**src/rtl/data_mem_master_pkg.sv**
```systemverilog
// rtl/data_mem_master_pkg.sv - shared op encodings, RAM strobe levels and helpers
//
// Purpose: types and helpers shared by the data-RAM initiator.
// Contents: mem_op_e (MEM_NOP..MEM_SW), ChipEnable/ChipDisable and
// WriteEnable/WriteDisable strobe levels (also used by the RAM),
// state_e for the access FSM, and op classification helpers.
package data_mem_master_pkg;

   typedef enum logic [3:0] {
      MEM_NOP = 4'd0,
      MEM_LB  = 4'd1,
      MEM_LBU = 4'd2,
      MEM_LH  = 4'd3,
      MEM_LHU = 4'd4,
      MEM_LW  = 4'd5,
      MEM_SB  = 4'd6,
      MEM_SH  = 4'd7,
      MEM_SW  = 4'd8
   } mem_op_e;

   localparam logic ChipEnable   = 1'b1;
   localparam logic ChipDisable  = 1'b0;
   localparam logic WriteEnable  = 1'b1;
   localparam logic WriteDisable = 1'b0;

   typedef enum logic [1:0] {
      ST_IDLE   = 2'd0,
      ST_ACCESS = 2'd1,
      ST_DONE   = 2'd2
   } state_e;

   function automatic logic is_store(input mem_op_e op);
      return op inside {MEM_SB, MEM_SH, MEM_SW};
   endfunction

   // Halfwords need an even address, words need a 4-byte aligned address.
   function automatic logic is_misaligned(input mem_op_e op, input logic [1:0] offset);
      case (op)
         MEM_LH, MEM_LHU, MEM_SH: return offset[0];
         MEM_LW, MEM_SW:          return offset != 2'b00;
         default:                 return 1'b0;
      endcase
   endfunction

endpackage

```
**src/rtl/data_mem_master_if.sv**
```systemverilog
// rtl/data_mem_master_if.sv - data-RAM port bundle between initiator and RAM
//
// Purpose: groups the RAM-side signals of the data memory port.
// Signals: ce (chip enable), we (write enable), sel (byte lanes, sel[3] =
// bits 31:24), addr (word-aligned byte address), wdata (lane-replicated
// store data), rdata (RAM read word).
// Modports: master (initiator), slave (RAM).
interface data_mem_master_if #(
   parameter int ADDR_W = 32
);
   logic              ce;
   logic              we;
   logic [3:0]        sel;
   logic [ADDR_W-1:0] addr;
   logic [31:0]       wdata;
   logic [31:0]       rdata;

   modport master (output ce, we, sel, addr, wdata, input rdata);
   modport slave  (input ce, we, sel, addr, wdata, output rdata);
endinterface

```
**src/rtl/data_mem_master_lane_align.sv**
```systemverilog
// rtl/data_mem_master_lane_align.sv - big-endian byte-lane steering for the data port
//
// Purpose: combinational lane logic for one memory op.
// Ports: op, offset (addr[1:0]), wdata (right-justified store data),
//        rword (RAM read word) in; sel (byte lanes), wdata_rep (replicated
//        store data), rdata_ext (extended load result) out.
// Offset 0 is the most significant lane (bits 31:24).
module mem_lane_align
   import data_mem_master_pkg::*;
(
   input  mem_op_e     op,
   input  logic [1:0]  offset,
   input  logic [31:0] wdata,
   input  logic [31:0] rword,
   output logic [3:0]  sel,
   output logic [31:0] wdata_rep,
   output logic [31:0] rdata_ext
);

   logic [7:0]  byte_v;
   logic [15:0] half_v;

   always_comb begin
      byte_v    = 8'h00;
      half_v    = 16'h0000;
      sel       = 4'b0000;
      wdata_rep = 32'h0;
      rdata_ext = 32'h0;

      case (offset)
         2'd0:    byte_v = rword[31:24];
         2'd1:    byte_v = rword[23:16];
         2'd2:    byte_v = rword[15:8];
         default: byte_v = rword[7:0];
      endcase
      half_v = offset[1] ? rword[15:0] : rword[31:16];

      case (op)
         MEM_LB, MEM_LBU, MEM_SB: sel = 4'b1000 >> offset;
         MEM_LH, MEM_LHU, MEM_SH: sel = offset[1] ? 4'b0011 : 4'b1100;
         MEM_LW, MEM_SW:          sel = 4'b1111;
         default:                 sel = 4'b0000;
      endcase

      case (op)
         MEM_SB:  wdata_rep = {4{wdata[7:0]}};
         MEM_SH:  wdata_rep = {2{wdata[15:0]}};
         MEM_SW:  wdata_rep = wdata;
         default: wdata_rep = 32'h0;
      endcase

      case (op)
         MEM_LB:  rdata_ext = {{24{byte_v[7]}}, byte_v};
         MEM_LBU: rdata_ext = {24'h0, byte_v};
         MEM_LH:  rdata_ext = {{16{half_v[15]}}, half_v};
         MEM_LHU: rdata_ext = {16'h0, half_v};
         MEM_LW:  rdata_ext = rword;
         default: rdata_ext = 32'h0;
      endcase
   end

endmodule

```
**src/rtl/data_mem_master.sv**
```systemverilog
// rtl/data_mem_master.sv - MEM-stage initiator for the data RAM
//
// Purpose: turns load/store micro-ops into fixed-latency RAM cycles, stalls
// the pipeline for the access, returns extended load data and reports
// misaligned accesses without touching the RAM.
// Ports: clk, rst (sync, active high);
//        pipeline side: req_i, op_i, addr_i, wdata_i, flush_i in;
//                       stall_o, done_o, err_o, badaddr_o, rdata_o out;
//        ram: data_mem_master_if.master (ce, we, sel, addr, wdata / rdata).
module data_mem_master
   import data_mem_master_pkg::*;
#(
   parameter int LATENCY = 1,
   parameter int ADDR_W  = 32,
   parameter int DATA_W  = 32
) (
   input  logic              clk,
   input  logic              rst,
   input  logic              req_i,
   input  logic [3:0]        op_i,
   input  logic [ADDR_W-1:0] addr_i,
   input  logic [DATA_W-1:0] wdata_i,
   input  logic              flush_i,
   output logic              stall_o,
   output logic              done_o,
   output logic              err_o,
   output logic [ADDR_W-1:0] badaddr_o,
   output logic [DATA_W-1:0] rdata_o,
   data_mem_master_if.master ram
);

   localparam logic [3:0] LAT_M1 = 4'(LATENCY - 1);

   state_e            state;
   mem_op_e           op_q;
   logic [ADDR_W-1:0] addr_q;
   logic [31:0]       wdata_q;
   logic [31:0]       rdata_q;
   logic [3:0]        count;
   logic              ce_r;
   logic              we_r;
   logic              done_r;
   logic              err_r;

   mem_op_e           op_in;
   logic              accept;
   logic              mis_in;
   logic [3:0]        sel;
   logic [31:0]       wdata_rep;
   logic [31:0]       rdata_ext;

   assign op_in  = mem_op_e'(op_i);
   assign mis_in = is_misaligned(op_in, addr_i[1:0]);
   // Reset blocks acceptance so every output is quiet while rst is held.
   assign accept = !rst && (state == ST_IDLE) && req_i && (op_in != MEM_NOP) && !flush_i;

   mem_lane_align u_lane_align (
      .op        (op_q),
      .offset    (addr_q[1:0]),
      .wdata     (wdata_q),
      .rword     (ram.rdata),
      .sel       (sel),
      .wdata_rep (wdata_rep),
      .rdata_ext (rdata_ext)
   );

   always_ff @(posedge clk) begin
      if (rst) begin
         state   <= ST_IDLE;
         op_q    <= MEM_NOP;
         addr_q  <= '0;
         wdata_q <= '0;
         rdata_q <= '0;
         count   <= '0;
         ce_r    <= ChipDisable;
         we_r    <= WriteDisable;
         done_r  <= 1'b0;
         err_r   <= 1'b0;
      end else begin
         case (state)
            ST_IDLE: begin
               if (accept) begin
                  op_q    <= op_in;
                  addr_q  <= addr_i;
                  wdata_q <= 32'(wdata_i);
                  count   <= LAT_M1;
                  rdata_q <= '0;
                  if (mis_in) begin
                     err_r  <= 1'b1;
                     done_r <= 1'b1;
                     state  <= ST_DONE;
                  end else begin
                     ce_r  <= ChipEnable;
                     we_r  <= is_store(op_in) ? WriteEnable : WriteDisable;
                     state <= ST_ACCESS;
                  end
               end
            end
            ST_ACCESS: begin
               if (count == 4'd0) begin
                  // The RAM word is valid in the last enabled cycle.
                  if (!is_store(op_q)) rdata_q <= rdata_ext;
                  ce_r   <= ChipDisable;
                  we_r   <= WriteDisable;
                  done_r <= 1'b1;
                  state  <= ST_DONE;
               end else begin
                  count <= count - 4'd1;
               end
            end
            ST_DONE: begin
               done_r <= 1'b0;
               err_r  <= 1'b0;
               state  <= ST_IDLE;
            end
            default: state <= ST_IDLE;
         endcase
      end
   end

   assign stall_o   = accept || (state == ST_ACCESS);
   assign done_o    = done_r;
   assign err_o     = err_r;
   assign badaddr_o = err_r ? addr_q : '0;
   assign rdata_o   = done_r ? DATA_W'(rdata_q) : '0;

   assign ram.ce    = ce_r;
   assign ram.we    = we_r;
   assign ram.sel   = ce_r ? sel : 4'b0000;
   assign ram.addr  = ce_r ? {addr_q[ADDR_W-1:2], 2'b00} : '0;
   assign ram.wdata = ce_r ? wdata_rep : 32'h0;

endmodule

```
**src/flat_wrapper.sv**
```systemverilog
// flat-port wrapper written by rule: the top's interface ports become plain ports
module data_mem_master_flat import data_mem_master_pkg::*;
#(
   parameter int LATENCY = 1,
   parameter int ADDR_W  = 32,
   parameter int DATA_W  = 32
)
  (clk, rst, req_i, op_i, addr_i, wdata_i, flush_i, stall_o, done_o, err_o, badaddr_o, rdata_o, ram_ce, ram_we, ram_sel, ram_addr, ram_wdata, ram_rdata);
  data_mem_master_if #(.ADDR_W(ADDR_W)) ram_i ();
  input  logic clk;
  input  logic rst;
  input  logic req_i;
  input  logic [3:0] op_i;
  input  logic [ADDR_W-1:0] addr_i;
  input  logic [DATA_W-1:0] wdata_i;
  input  logic flush_i;
  output logic stall_o;
  output logic done_o;
  output logic err_o;
  output logic [ADDR_W-1:0] badaddr_o;
  output logic [DATA_W-1:0] rdata_o;
  output wire logic [$bits(ram_i.ce)-1:0] ram_ce;
  output wire logic [$bits(ram_i.we)-1:0] ram_we;
  output wire logic [$bits(ram_i.sel)-1:0] ram_sel;
  output wire logic [$bits(ram_i.addr)-1:0] ram_addr;
  output wire logic [$bits(ram_i.wdata)-1:0] ram_wdata;
  input wire logic [$bits(ram_i.rdata)-1:0] ram_rdata;
  assign ram_ce = ram_i.ce;
  assign ram_we = ram_i.we;
  assign ram_sel = ram_i.sel;
  assign ram_addr = ram_i.addr;
  assign ram_wdata = ram_i.wdata;
  assign ram_i.rdata = ram_rdata;
  data_mem_master #(.LATENCY(LATENCY), .ADDR_W(ADDR_W), .DATA_W(DATA_W)) u_core (.clk(clk), .rst(rst), .req_i(req_i), .op_i(op_i), .addr_i(addr_i), .wdata_i(wdata_i), .flush_i(flush_i), .stall_o(stall_o), .done_o(done_o), .err_o(err_o), .badaddr_o(badaddr_o), .rdata_o(rdata_o), .ram(ram_i));
endmodule
```
**config.mk**
```make
export PLATFORM = sky130hd
export DESIGN_NAME = data_mem_master_flat
export DESIGN_NICKNAME = d
export VERILOG_FILES = /design/src/rtl/data_mem_master_pkg.sv /design/src/rtl/data_mem_master_if.sv /design/src/rtl/data_mem_master_lane_align.sv /design/src/rtl/data_mem_master.sv /design/src/flat_wrapper.sv
export SDC_FILE = /design/constraint.sdc
export NUM_CORES = 1
export LEC_CHECK = 0
export ABC_AREA = 0
export CAP_MARGIN = 30
export CORE_UTILIZATION = 39
export CTS_CLUSTER_DIAMETER = 150
export DETAILED_ROUTE_END_ITERATION = 8
export GPL_ROUTABILITY_DRIVEN = 0
export PLACE_DENSITY_LB_ADDON = 0.05
export SYNTH_ARGS = -nofsm -noshare
export SYNTH_HDL_FRONTEND = slang
export SYNTH_HIERARCHICAL = 1
export SYNTH_SLANG_ARGS = --single-unit
```
**constraint.sdc**
```tcl
create_clock -name clk -period 2.25 [get_ports clk]
set_clock_uncertainty 0.15 [all_clocks]
set_input_delay 0.225 -clock clk [delete_from_list [all_inputs] [get_ports clk]]
set_output_delay 0.225 -clock clk [all_outputs]
set_load 0.03 [all_outputs]
```
==> key figures, run 1 <==
Outcome
  • Status: completed

Timing
  • Rel. slew slack: 62.6%
  • Total Neg Setup Slack: 0 ns
  • Fin crit share: 98.1%
  • Tmin final: 2.21 ns
  • Hold WS: 0.0669 ns
  • Max-slew violation count: 0
  • Setup violators final: 0
  • Final WS setup: 0.0435 ns
  • Maximum clock frequency: 453 MHz
  • Final Hold Viols: 0
  • Slew of the pin with the lowest slew margin: 0.562 ns

Power
  • Cell Int Power: 3.22 mW
  • Sw power: 1.06 mW
  • Comb power frac: 15.1%
  • Lkg Pwr: 3.74 nW
  • Pwr dens: 451 nW/um2
  • IR drop worst, VDD: 350 uV
  • Tot Pwr: 4.28 mW
  • Switching Share: 24.7%
  • Reg power frac: 47.5%
  • Clock network power share: 37.4%

Worst setup path
  • CP Data Arrival Time: 1.83 ns
  • WS Path Type: reg -> out
  • Worst EP required: 1.88 ns
  • CP Capture Type: primary output
  • Crit-path max FO: 8
  • Register-to-register setup slack: 0.17 ns
  • Worst r2r src: u_core/count[0]
  • Startpoint type of the worst setup path: flop
  • FF-to-FF End: u_core/rdata_q[4]
  • Worst reg2reg path depth: 7

Final layout
  • Share of layout cells above drive strength 1: 12.6%
  • Reg area: 2220 um2
  • Most frequent cells in the layout: nand2_1 (224), clkdlybuf4s50_1 (196), and2_1 (139)
  • Area of the multi-input gates: 3950 um2
  • Most common cell after layout, fill and taps aside: nand2_1
  • Fin cells: 1298
  • Final net count: 1184
  • Number of fillers in the final layout: 1523
  • Utilization after layout: 59.2%
  • Layout area overhead: 46.7%
  • Post-route cell area: 9500 um2
  • ANT cells: 0

GRT
  • Largest net degree at the start of global routing: 63
  • Vias in the first global route: 6151
  • Initial antenna violation count: 0
  • Gr ovfl total: 0
  • Total GRT Usage: 23.7%
  • Global-route wire length before repair: 31400 um

Routing
  • Via count: 6429
  • DR pass1 iterations: 4
  • DRT antenna net count: 0
  • # DRC: 0
  • WL final: 20100 um
  • Via-to-Cell Ratio: 4.95
  • DR iter-0 viols: 359
  • WL/cell: 15.5 um

Logic synthesis
  • EDFF count, synth: 0
  • Post-synth cell types: 61
  • FF+latch count, synth: 110
  • Ys flop type: dfxtp_1
  • Syn Area/Cell: 7.66 um2
  • Yosys warnings: 6
  • Synth async-reset ratio: 0%
  • Sequential share of the synthesized area: 34.0%
  • Gate Count Post-Synth: 845
  • Synthesized area: 6470 um2

Worst hold path
  • Hold path cells: 3
  • Worst Hold Class: in -> reg
  • Hold endpoint: u_core/state[1]
  • Hold_sp: rst

Clock tree
  • CTS sink count: 110
  • Clk_lat worst skew: 0.35 ns
  • Inserted Clock Buffers: 9
  • H-tree depth: 3
  • Clk buf depth: 2
  • Root Buffer Master: clkbuf_16
  • Clock slew at reported path FFs: 0.07 ns
  • TritonCTS clock tree: built

Place
  • Placed Area: 9100 um2
  • Detailed placer's ending HPWL: 14200 um
  • IO Port Bufs: 238
  • Placed insts: 1277
  • Pre-CTS WS: -0.0574 ns

Floorplanning
  • Cell row count: 46
  • Initial Util: 40.3%
  • Chip width: 131 um
  • Die H: 131 um
  • Core area: 16100 um2
  • I/O Pins: 241
  • Die ar.: 17100 um2

Flow run
  • Max-cap check violation count: 0
[layout make-up]
class,count,share of cell area (%)
timing repair buffer,285,29.0
clock inverter,1,0.316
tap,216,2.85
multi-input combinational,665,41.5
sequential,110,23.4
inverter,7,0.277
clock buffer,14,2.67
[synthesized netlist by cell type (2+ instances only)]
| cell type | n | area, um2 |
|---|---|---|
| a21oi_1 | 75 | 375 |
| a221o_1 | 3 | 30.0 |
| a22o_1 | 9 | 78.8 |
| a22oi_1 | 4 | 30.0 |
| and2_1 | 139 | 870 |
| and2b_1 | 2 | 15.0 |
| buf_12 | 3 | 60.1 |
| buf_2 | 11 | 55.1 |
| buf_4 | 4 | 30.0 |
| buf_6 | 2 | 22.5 |
| clkbuf_1 | 43 | 161 |
| dfxtp_1 | 110 | 2200 |
| ha_1 | 2 | 25.0 |
| inv_1 | 7 | 26.3 |
| mux2i_1 | 52 | 521 |
| mux4_2 | 3 | 67.6 |
| nand2_1 | 224 | 841 |
| nand2_2 | 10 | 62.6 |
| nand2b_1 | 39 | 244 |
| nand3_1 | 6 | 30.0 |
| nand4b_1 | 2 | 17.5 |
| nor2_1 | 8 | 30.0 |
| nor2b_1 | 10 | 62.6 |
| nor3_1 | 5 | 25.0 |
| o211ai_1 | 8 | 60.1 |
| o21ai_0 | 13 | 65.1 |
| o21ai_1 | 10 | 50.1 |
| o221ai_1 | 5 | 43.8 |
| or2_1 | 3 | 18.8 |
| xor2_1 | 2 | 17.5 |
[critical path, cell delays in order (launching register included)]
cell	delay, ns
dfxtp_4	0.38
nor4b_4	0.26
buf_4	0.18
or2_4	0.18
and2_1	0.17
and2_1	0.18
buf_12	0.13
[power groups by stage]
stage / Clock (mW) / Sequential, mW / Combinational [mW]
4_1_cts: 1.65 / 2.03 / 0.640
6_report: 1.60 / 2.03 / 0.647
5_1_grt: 1.73 / 2.04 / 0.701
2_1_floorplan: 0 / 2.07 / 0.319
3_5_place_dp: 0 / 2.08 / 0.632
3_3_place_gp: 0 / 2.08 / 0.630
[timing repair]
action	CTS	global route
setup buffers	0	3
gates resized for setup	9	19
hold buffers	2	0
pin swaps	0	2
cloned	0	1
setup endpoints to repair	53	30
hold endpoints to repair	3	0
[metal layers]
layer	track usage, %	share of wire (%)	up-vias
met5	0	0	-
met4	8.52	1.2	0
met3	6.60	7.6	18
met2	40.1	48	186
met1	28.6	43	2992
li1	-	-	3233
[cells by family after synthesis]
logic type               count (synthesis)  share of synthesized area, %
buffers and inverters                   71                          5.55
XOR/XNOR                                 3                         0.406
flip-flops                             110                          34.0
AND/OR/NAND/NOR                        461                          36.3
adder cells (fa/ha/maj)                  3                         0.541
other                                    1                        0.0579
AO/OA/AOI/OAI                          139                          13.7
multiplexers                            57                          9.49
[registers in the layout, summed over array words and instances, names as in the netlist]
| register | count |
|---|---|
| u_core/ram.we | 1 |
| u_core/wdata_q | 32 |
| u_core/done_o | 1 |
| u_core/state | 2 |
| u_core/addr_q | 32 |
| u_core/op_q | 4 |
| u_core/count | 4 |
| u_core/err_o | 1 |
| u_core/rdata_q | 32 |
| u_core/ram.ce | 1 |
[how the worst max path moves through the flow]
stage                               from                 end  slack, ns  depth (start not counted)
after floorplan           u_core/op_q[1]       ram_wdata[14]       0.26                          6
after global placement           op_i[3]  u_core/rdata_q[10]      -0.03                          6
after detailed placement         op_i[3]   u_core/rdata_q[4]      -0.06                          6
after CTS                 u_core/op_q[1]       ram_wdata[12]       0.03                          6
after global routing      u_core/op_q[0]          ram_sel[0]      -0.02                          7
final                     u_core/op_q[1]        ram_wdata[0]       0.04                          6
(Power assumes the default switching activity.)
==> run 2: changes to the inputs <==
Settings changed: CORE_UTILIZATION 39 to 45.
==> key figures, run 2 (same netlist as run 1, synthesis figures left out) <==
Power
  • Lkg Pwr: 4.29 nW (was 3.74 nW)
  • IR drop worst, VDD: 464 uV (was 350 uV)
  • Pwr dens: 457 nW/um2 (was 451 nW/um2)
  • Tot Pwr: 4.35 mW (was 4.28 mW)

Timing
  • RSZ-0062 raised after global routing: true
  • Setup violators final: 0 (unchanged)
  • Max-slew violation count: 0 (unchanged)
  • Maximum clock frequency: 454 MHz (was 453 MHz)
  • Tmin final: 2.20 ns (was 2.21 ns)
  • Fin crit share: 97.8% (was 98.1%)
  • Final Hold Viols: 0 (unchanged)
  • Slew of the pin with the lowest slew margin: 0.613 ns (was 0.562 ns)
  • Rel. slew slack: 59.2% (was 62.6%)

Worst hold path
  • Worst Hold Class: in -> reg (unchanged)

Worst setup path
  • Worst EP required: 1.88 ns (about the same)
  • CP Data Arrival Time: 1.83 ns (about the same)
  • Crit-path max FO: 21 (was 8)
  • WS Path Type: reg -> out (unchanged)
  • Startpoint type of the worst setup path: flop (unchanged)
  • CP Capture Type: primary output (unchanged)

Routing
  • WL/cell: 15.4 um (was 15.5 um)
  • DRT antenna net count: 0 (unchanged)
  • Via-to-Cell Ratio: 5.13 (was 4.95)
  • WL final: 19400 um (was 20100 um)
  • DR pass1 iterations: 4 (unchanged)
  • DR iter-0 viols: 314 (was 359)
  • Via count: 6462 (was 6429)
  • # DRC: 0 (unchanged)

Outcome
  • Status: completed (unchanged)

Floorplanning
  • Die ar.: 14900 um2 (was 17100 um2)
  • Cell row count: 43 (was 46)
  • Initial Util: 46.5% (was 40.3%)
  • Chip width: 122 um (was 131 um)
  • Core area: 13900 um2 (was 16100 um2)
  • I/O Pins: 241 (unchanged)
  • Die H: 122 um (was 131 um)

Place
  • IO Port Bufs: 238 (unchanged)
  • Placed insts: 1240 (was 1277)
  • Detailed placer's ending HPWL: 13800 um (was 14200 um)
  • Placed Area: 9050 um2 (was 9100 um2)

Flow run
  • Max-cap check violation count: 0 (unchanged)

Clock tree
  • Hold Buf Count CTS: 0 (was 2)
  • Clock slew at reported path FFs: 0.08 ns (was 0.07 ns)
  • CTS sink count: 110 (unchanged)
  • TritonCTS clock tree: built (unchanged)
  • Clk buf depth: 2 (unchanged)
  • H-tree depth: 3 (unchanged)
  • Root Buffer Master: clkbuf_16 (unchanged)
  • Clk_lat worst skew: 0.36 ns (was 0.35 ns)
  • Inserted Clock Buffers: 9 (unchanged)

Final layout
  • ANT cells: 0 (unchanged)
  • Fin cells: 1260 (was 1298)
  • Most frequent cells in the layout: nand2_1 (224), clkdlybuf4s50_1 (167), and2_1 (138) (was nand2_1 (224), clkdlybuf4s50_1 (196), and2_1 (139))
  • Utilization after layout: 68.3% (was 59.2%)
  • Most common cell after layout, fill and taps aside: nand2_1 (unchanged)
  • Biggest regs: u_core/addr_q: 32 flops, u_core/rdata_q: 32 flops, u_core/wdata_q: 32 flops (unchanged)
  • Layout area overhead: 46.9% (was 46.7%)
  • Final net count: 1181 (was 1184)
  • Post-route cell area: 9510 um2 (was 9500 um2)
  • Share of layout cells above drive strength 1: 13.0% (was 12.6%)

GRT
  • Vias in the first global route: 6176 (was 6151)
  • Largest net degree at the start of global routing: 64 (was 63)
  • Total GRT Usage: 26.1% (was 23.7%)
  • Initial antenna violation count: 0 (unchanged)
  • Gr ovfl total: 0 (unchanged)
  • Global-route wire length before repair: 30500 um (was 31400 um)
==> run 2: cell type report <==
class | count | area, um2
Tap cell | 180 | 225
Inverter | 7 | 26.3
Multi-Input combinational cell | 666 | 3950
Sequential cell | 110 | 2210
Timing Repair Buffer | 281 | 2790
Fill cell | 1242 | 4420
Clock inverter | 7 | 81.3
Clock buffer | 9 | 225
==> run 2: critical path, cell delays in order, from the launching register on <==
cell             delay [ns]
dfxtp_2                0.49
buf_12                 0.18
and2_1                 0.12
clkdlybuf4s50_1        0.67
==> run 2: path summary, 6_finish.rpt <==
kind	end	slack [ns]	depth (start not counted)	start
min reg2reg	u_core/wdata_q[18]	0.31	2	u_core/wdata_q[18]
max reg2reg	u_core/rdata_q[13]	0.14	7	u_core/count[0]
max	ram_addr[23]	0.05	3	u_core/ram.ce
min	u_core/addr_q[26]	0.25	3	addr_i[26]
==> run 2: report_power, final <==
part | internal [mW] | leakage (nW) | switching (mW)
clock | 0.883 | 0.152 | 0.795
sequential | 1.99 | 0.894 | 0.0417
combinational | 0.336 | 3.24 | 0.301
==> run 2: what timing repair did <==
item,CTS,global route
resized for setup,10,49
endpoints found under the hold margin,0,0
setup buffers,0,1
gates cloned,0,3
endpoints found under the setup margin,33,48
pin swaps,0,2
==> run 2: metrics by stage <==
step                hold WS [ns]  TNS (ns)  worst slack [ns]
finish                     0.252         0            0.0487
CTS                        0.244         0            0.0186
detailed placement         0.297     -2.10            -0.113
global route               0.250   -0.0223           -0.0130
global placement           0.292     -1.71            -0.116
floorplan                  0.211         0             0.259
==> run 2: layer usage <==
layer | track usage (%) | wire (um) | vias to the layer above
met2 | 44.3 | 9420 | 205
met3 | 7.02 | 1420 | 16
met5 | 0 | 0 | -
li1 | - | - | 3239
met4 | 7.10 | 248 | 0
met1 | 32.3 | 8360 | 3002
